[src/rtl/fpmul_arb_pkg.sv]
// Shared types for the multiplier arbiter.
// Timeout watchdog is enabled by defining FPMUL_ARB_TIMEOUT_EN.
package fpmul_arb_pkg;

    typedef enum logic [2:0] {
        ST_IDLE  = 3'd0,
        ST_ISSUE = 3'd1,
        ST_WAIT  = 3'd2,
        ST_RESP  = 3'd3,
        ST_DRAIN = 3'd4
    } fpmul_arb_state_t;

    typedef struct packed {
        logic nan;
        logic infinit;
        logic overflow;
        logic underflow;
    } fp_flags_t;

    localparam logic [31:0] FP_QNAN = 32'h7FC00000;

endpackage

[src/rtl/fpmul_arbiter_rr.sv]
// Round-robin one-hot picker with a priority pointer.
// The pointer moves past the winner only when adv_i is set.
module rr_arbiter #(
    parameter int N = 4
) (
    input  logic                 clk,
    input  logic                 rst_n,
    input  logic [N-1:0]         req_i,
    input  logic                 adv_i,
    output logic [N-1:0]         gnt_o,
    output logic [$clog2(N)-1:0] gnt_idx_o
);
    localparam int IW = $clog2(N);

    logic [IW-1:0] ptr_q, ptr_d;
    logic          found;

    // First pass covers ptr..N-1, second pass wraps to 0..ptr-1.
    always_comb begin
        gnt_o     = '0;
        gnt_idx_o = '0;
        found     = 1'b0;
        for (int j = 0; j < N; j++) begin
            if (!found && req_i[j] && j >= int'(ptr_q)) begin
                gnt_o[j]  = 1'b1;
                gnt_idx_o = IW'(j);
                found     = 1'b1;
            end
        end
        for (int j = 0; j < N; j++) begin
            if (!found && req_i[j]) begin
                gnt_o[j]  = 1'b1;
                gnt_idx_o = IW'(j);
                found     = 1'b1;
            end
        end
    end

    always_comb begin
        ptr_d = ptr_q;
        if (adv_i) begin
            if (gnt_idx_o == IW'(N - 1)) ptr_d = '0;
            else ptr_d = gnt_idx_o + IW'(1);
        end
    end

    always_ff @(posedge clk or negedge rst_n) begin
        if (!rst_n) ptr_q <= '0;
        else ptr_q <= ptr_d;
    end

endmodule

[src/rtl/fpmul_arbiter.sv]
// Shares one FP multiplier between N_REQ requesters.
// Define FPMUL_ARB_TIMEOUT_EN to build the WAIT_DONE watchdog.
module fpmul_arbiter
    import fpmul_arb_pkg::*;
#(
    parameter int N_REQ          = 4,
    parameter int TIMEOUT_CYCLES = 64
) (
    input  logic                     clk,
    input  logic                     rst_n,
    input  logic [N_REQ-1:0]         req_valid_i,
    output logic [N_REQ-1:0]         req_ready_o,
    input  logic [32*N_REQ-1:0]      req_a_i,
    input  logic [32*N_REQ-1:0]      req_b_i,
    output logic                     rsp_valid_o,
    input  logic                     rsp_ready_i,
    output logic [$clog2(N_REQ)-1:0] rsp_id_o,
    output logic [31:0]              rsp_product_o,
    output logic [3:0]               rsp_flags_o,
    output logic                     rsp_timeout_o,
    output logic                     mul_start_o,
    output logic [31:0]              mul_a_o,
    output logic [31:0]              mul_b_o,
    input  logic [31:0]              mul_product_i,
    input  logic                     mul_done_i,
    input  logic                     mul_nan_i,
    input  logic                     mul_infinit_i,
    input  logic                     mul_overflow_i,
    input  logic                     mul_underflow_i,
    output logic                     busy_o
);
    localparam int IDW = $clog2(N_REQ);

    if (N_REQ < 2 || N_REQ > 8 || TIMEOUT_CYCLES < 2) begin : g_bad_param
        $error("fpmul_arbiter: unsupported N_REQ or TIMEOUT_CYCLES");
    end

    fpmul_arb_state_t state_q, state_d;
    logic [31:0]      a_q, a_d, b_q, b_d;
    logic [31:0]      prod_q, prod_d;
    logic [IDW-1:0]   id_q, id_d;
    fp_flags_t        flags_q, flags_d;

    logic             arb_en;
    logic [N_REQ-1:0] arb_req;
    logic [N_REQ-1:0] gnt;
    logic [IDW-1:0]   gnt_idx;
    logic             accept;
    logic [31:0]      sel_a, sel_b;
    logic             to_hit;

    // A done still high from the last job must not open a new grant.
    assign arb_en  = (state_q == ST_IDLE) && !mul_done_i && rst_n;
    assign arb_req = req_valid_i & {N_REQ{arb_en}};
    assign accept  = |gnt;

    rr_arbiter #(.N(N_REQ)) u_arb (
        .clk       (clk),
        .rst_n     (rst_n),
        .req_i     (arb_req),
        .adv_i     (accept),
        .gnt_o     (gnt),
        .gnt_idx_o (gnt_idx)
    );

    always_comb begin
        sel_a = '0;
        sel_b = '0;
        for (int k = 0; k < N_REQ; k++) begin
            sel_a = sel_a | ({32{gnt[k]}} & req_a_i[32*k +: 32]);
            sel_b = sel_b | ({32{gnt[k]}} & req_b_i[32*k +: 32]);
        end
    end

    always_comb begin
        state_d = state_q;
        a_d     = a_q;
        b_d     = b_q;
        id_d    = id_q;
        prod_d  = prod_q;
        flags_d = flags_q;
        unique case (state_q)
            ST_IDLE: begin
                if (accept) begin
                    a_d     = sel_a;
                    b_d     = sel_b;
                    id_d    = gnt_idx;
                    state_d = ST_ISSUE;
                end
            end
            ST_ISSUE: state_d = ST_WAIT;
            ST_WAIT: begin
                if (mul_done_i) begin
                    prod_d  = mul_product_i;
                    flags_d = '{nan:       mul_nan_i,
                                infinit:   mul_infinit_i,
                                overflow:  mul_overflow_i,
                                underflow: mul_underflow_i};
                    state_d = ST_RESP;
                end else if (to_hit) begin
                    prod_d  = FP_QNAN;
                    flags_d = fp_flags_t'(4'b1000);
                    state_d = ST_RESP;
                end
            end
            ST_RESP: begin
                if (rsp_ready_i) state_d = mul_done_i ? ST_DRAIN : ST_IDLE;
            end
            ST_DRAIN: begin
                if (!mul_done_i) state_d = ST_IDLE;
            end
            default: state_d = ST_IDLE;
        endcase
    end

    always_ff @(posedge clk or negedge rst_n) begin
        if (!rst_n) begin
            state_q <= ST_IDLE;
            a_q     <= '0;
            b_q     <= '0;
            id_q    <= '0;
            prod_q  <= '0;
            flags_q <= '0;
        end else begin
            state_q <= state_d;
            a_q     <= a_d;
            b_q     <= b_d;
            id_q    <= id_d;
            prod_q  <= prod_d;
            flags_q <= flags_d;
        end
    end

`ifdef FPMUL_ARB_TIMEOUT_EN
    localparam int CW = $clog2(TIMEOUT_CYCLES + 1);

    logic [CW-1:0] cnt_q, cnt_d;
    logic          tout_q, tout_d;

    // The ISSUE cycle counts as the first cycle without done.
    assign to_hit = (state_q == ST_WAIT) &&
                    (cnt_q >= CW'(TIMEOUT_CYCLES - 1));

    always_comb begin
        cnt_d  = cnt_q;
        tout_d = tout_q;
        if (state_q == ST_ISSUE) cnt_d = CW'(1);
        else if (state_q == ST_WAIT && !to_hit) cnt_d = cnt_q + CW'(1);
        if (accept) tout_d = 1'b0;
        else if (state_q == ST_WAIT && !mul_done_i && to_hit) tout_d = 1'b1;
    end

    always_ff @(posedge clk or negedge rst_n) begin
        if (!rst_n) begin
            cnt_q  <= '0;
            tout_q <= 1'b0;
        end else begin
            cnt_q  <= cnt_d;
            tout_q <= tout_d;
        end
    end

    assign rsp_timeout_o = tout_q;
`else
    assign to_hit        = 1'b0;
    assign rsp_timeout_o = 1'b0;
`endif

    assign req_ready_o   = gnt;
    assign mul_start_o   = (state_q == ST_ISSUE);
    assign mul_a_o       = a_q;
    assign mul_b_o       = b_q;
    assign rsp_valid_o   = (state_q == ST_RESP);
    assign rsp_id_o      = id_q;
    assign rsp_product_o = prod_q;
    assign rsp_flags_o   = flags_q;
    assign busy_o        = (state_q != ST_IDLE);

endmodule

[config.mk]
export PLATFORM = sky130hd
export DESIGN_NAME = fpmul_arbiter
export DESIGN_NICKNAME = d
export VERILOG_FILES = /design/src/rtl/fpmul_arb_pkg.sv /design/src/rtl/fpmul_arbiter_rr.sv /design/src/rtl/fpmul_arbiter.sv
export SDC_FILE = /design/constraint.sdc
export NUM_CORES = 1
export LEC_CHECK = 0
export ABC_AREA = 1
export ABC_CLOCK_PERIOD_IN_PS = 6000
export BUFFER_PORTS_ARGS = -buffer_cell sky130_fd_sc_hd__buf_2
export CORE_AREA = 2 2 158 160
export DETAILED_ROUTE_END_ITERATION = 8
export DIE_AREA = 0 0 160 162
export GPL_ROUTABILITY_DRIVEN = 0
export PLACE_DENSITY = 0.53
export REMOVE_ABC_BUFFERS = 1
export SKIP_CTS_REPAIR_TIMING = 1
export SLEW_MARGIN = 20
export SYNTH_ARGS = -nofsm -noshare
export SYNTH_HDL_FRONTEND = slang
export SYNTH_SLANG_ARGS = --single-unit
[constraint.sdc]
create_clock -name clk -period 6 [get_ports clk]
set_clock_uncertainty 0.1 [all_clocks]
set_input_delay 1.2 -clock clk [delete_from_list [all_inputs] [get_ports clk]]
set_output_delay 1.2 -clock clk [all_outputs]
set_load 0.1 [all_outputs]
==> qor.yml <==
dieArea_um2: 25920
post_dp_cell_area_um2: 8152
post-route-drc-count: 0
power.switching_mw: 3.775
slowest_stage: "buf_2"
dr_total_vias: 6597
clk_pin_slew_ns: 0.08
start_util_pct: 24.54
holdCritPathClass: "register to register"
antenna_cells: 0
start_kind: "primary input"
area_growth_pct: 42.70
grt_pass1_vias: 6571
synth_warnings: 0
cts_buffer_depth: 2
clock-root-buffer: "clkbuf_16"
drive_gt1_share_pct: 46.16
tns_ns: 0
setup_violations: 0
htreeDepth: 3
io_buffers: 408
pin_count: 410
firstDrtPassIters: 5
wirelength_um: 23940
drt_iter0_drc: 433
peakVddDrop_v: 0.0003798
cp_data_arrival_time_ns: 3.08
grt_use_total_pct: 17.83
cts_made_buffers: 9
cts.sinks: 107
p_leak_nw: 4.499
core_um2: 24110
final_max_slew_viol_count: 0
power_frac_comb_pct: 68.2
synthArstFlopShare_pct: 100.0
ys_ff_latch: 107
avgSynthCellArea_um2: 8.309
p_int_mw: 2.045
nets: 1389
pwr-share-clk_pct: 10.3
multi_input_area_um2: 2675
worst_pin_slew_ns: 1.035
pre_cts_ws_ns: 1.619
insertion_delay_ns: 0.35
critPathKind: "primary input to output port"
cp_top_family: "buffers and inverters"
end_kind: "output port"
maxCapViolCount: 0
slew_headroom_pct: 30.81
outcome: "finished clean"
antenna_found_initial: 0
regToRegSetupSlack_ns: 3.07
cts_tree: "done"
worst-path-buf-inv: 4
synth_cell_types: 30
rsz0062_at_grt: "no"
regArea_um2: 2678
fin_ws_ns: 1.622
dieWidth_um: 160
grt_first_pass_wirelength_um: 36540
wire_per_inst_um: 16.88
syn-cell-area_um2: 5916
synth_edf_count: 0
grt.overflow.total: 0
dp_hpwl_um: 17540
crit_path_cell_trace: "buf_2 -> inv_1 -> nand2_1 -> nor2_8 -> nand3_2 -> inv_2 -> nand3_1 -> nand2_2 -> buf_2"
fin_area_um2: 8442
swShare_pct: 64.87
avgViaCountPerCell: 4.652
synth_ff_type: "dfrtp_1"
grt_max_degree: 68
critical_path.max_stage_delay_ns: 0.44
rows: 57
antenna_left: 0
seqPwrFrac_pct: 21.6
die_h_um: 162
required_ns: 4.70
fmax_ghz: 0.2284
hold_violations: 0
crit_fanout: 26
fin_crit_sh_pct: 72.96
cpMostUsedCell: "buf_2"
netlist_instances: 712
nFillCells: 2634
period_needed_ns: 4.378
seq_area_frac_synth_pct: 45.26
power_density_nw_per_um2: 689.3
path summary, 6_finish.rpt:
kind / cells after the start / start / endpoint
max: 9 / mul_done_i / req_ready_o[2]
min: 1 / rsp_id_o[0] / rsp_id_o[0]
max reg2reg: 10 / state_q[1] / mul_a_o[6]
min reg2reg: 1 / rsp_id_o[0] / rsp_id_o[0]
max in group asynchronous: 3 / rst_n / mul_a_o[21]
min in group asynchronous: 2 / rst_n / rsp_product_o[30]
final cells by class:
class / instances / share of cell area [%]
clock inverters: 6 / 0.7262
well taps: 324 / 4.802
inverters: 73 / 3.246
repair buffers: 418 / 25.11
clock buffers: 10 / 2.712
multi-input cells: 480 / 31.69
flip-flops and latches: 107 / 31.72
flip-flops by register name, summed over array words and instances, names as in the netlist:
signal	flops
rsp_flags_o	4
state_q	3
rsp_id_o	2
mul_a_o	32
mul_b_o	32
rsp_product_o	32
u_arb.ptr_q	2
cells in the mapped netlist, types with 2 or more instances:
| cell | instances | area (um^2) |
|---|---|---|
| nand2_1 | 151 | 566.8 |
| nor2_2 | 2 | 12.51 |
| buf_4 | 11 | 82.58 |
| nor3_1 | 63 | 315.3 |
| dfrtp_1 | 107 | 2678 |
| nand3_2 | 2 | 20.02 |
| clkbuf_1 | 18 | 67.56 |
| nand3_1 | 75 | 375.4 |
| mux2_2 | 36 | 405.4 |
| a21oi_1 | 44 | 220.2 |
| inv_1 | 71 | 266.5 |
| nor2_1 | 10 | 37.54 |
| a21oi_2 | 19 | 166.4 |
| nand4_1 | 64 | 400.4 |
| buf_6 | 8 | 90.09 |
| o21ai_0 | 2 | 10.01 |
| buf_2 | 15 | 75.07 |
| inv_2 | 2 | 7.510 |
worst reg2reg max path: stages, from the launching register on:
cell and delay (ns):
dfrtp_1 0.45, nor2_4 0.15, nand2_4 0.09, nor2_8 0.18, nand3_2 0.11, inv_2 0.40
nand3_1 0.19, nand2_2 0.17, buf_4 0.61, nand2_1 0.27, nand4_1 0.13
power by group through the flow:
stage,clock network [mW],logic [mW],registers (mW)
6_report,0.597,3.97,1.26
5_1_grt,0.651,4.13,1.30
4_1_cts,0.621,4.00,1.26
3_5_place_dp,0,4.00,1.26
3_3_place_gp,0,3.98,1.26
2_1_floorplan,0,0.833,3.64
kinds of logic after synthesis:
family | share of synthesized area [%]
AOI/OAI and AO/OA | 7.149
buffers and inverters | 9.962
DFF | 45.26
muxes | 6.853
other | 0.06339
and+or+nand+nor | 30.71
routing by layer:
metal / up-vias / global-route usage, % / routed length (um)
met4: 0 / 6.470 / 694
met1: 3119 / 22.46 / 9877
met3: 41 / 3.626 / 1510
met2: 275 / 30.38 / 11850
met5: - / 0 / 0
li1: 3162 / - / -
cells in the final DEF, fill, tap and decap left out, types with 9 or more instances in the layout:
cell and count:
a21oi_1 44, a21oi_2 19, buf_2 407, buf_4 11, clkbuf_16 9, dfrtp_1 107, inv_1 70, mux2_2 36
nand2_1 148, nand3_1 75, nand4_1 64, nor2_1 10, nor3_1 63
metrics by stage:
step / hold WS, ns / total power, mW / cells / util (%)
final: 0.3980 / 5.819 / 1418 / 35.02
after global routing: 0.4142 / 6.081 / 1418 / 35.02
after CTS: 0.4002 / 5.874 / 1418 / 35.02
after detailed placement: 0.3825 / 5.261 / 1402 / 33.82
after global placement: 0.3717 / 5.244 / 1402 / 33.82
after floorplan: 0.3994 / 4.469 / 660 / -
Power figures use the tool's default switching activity.
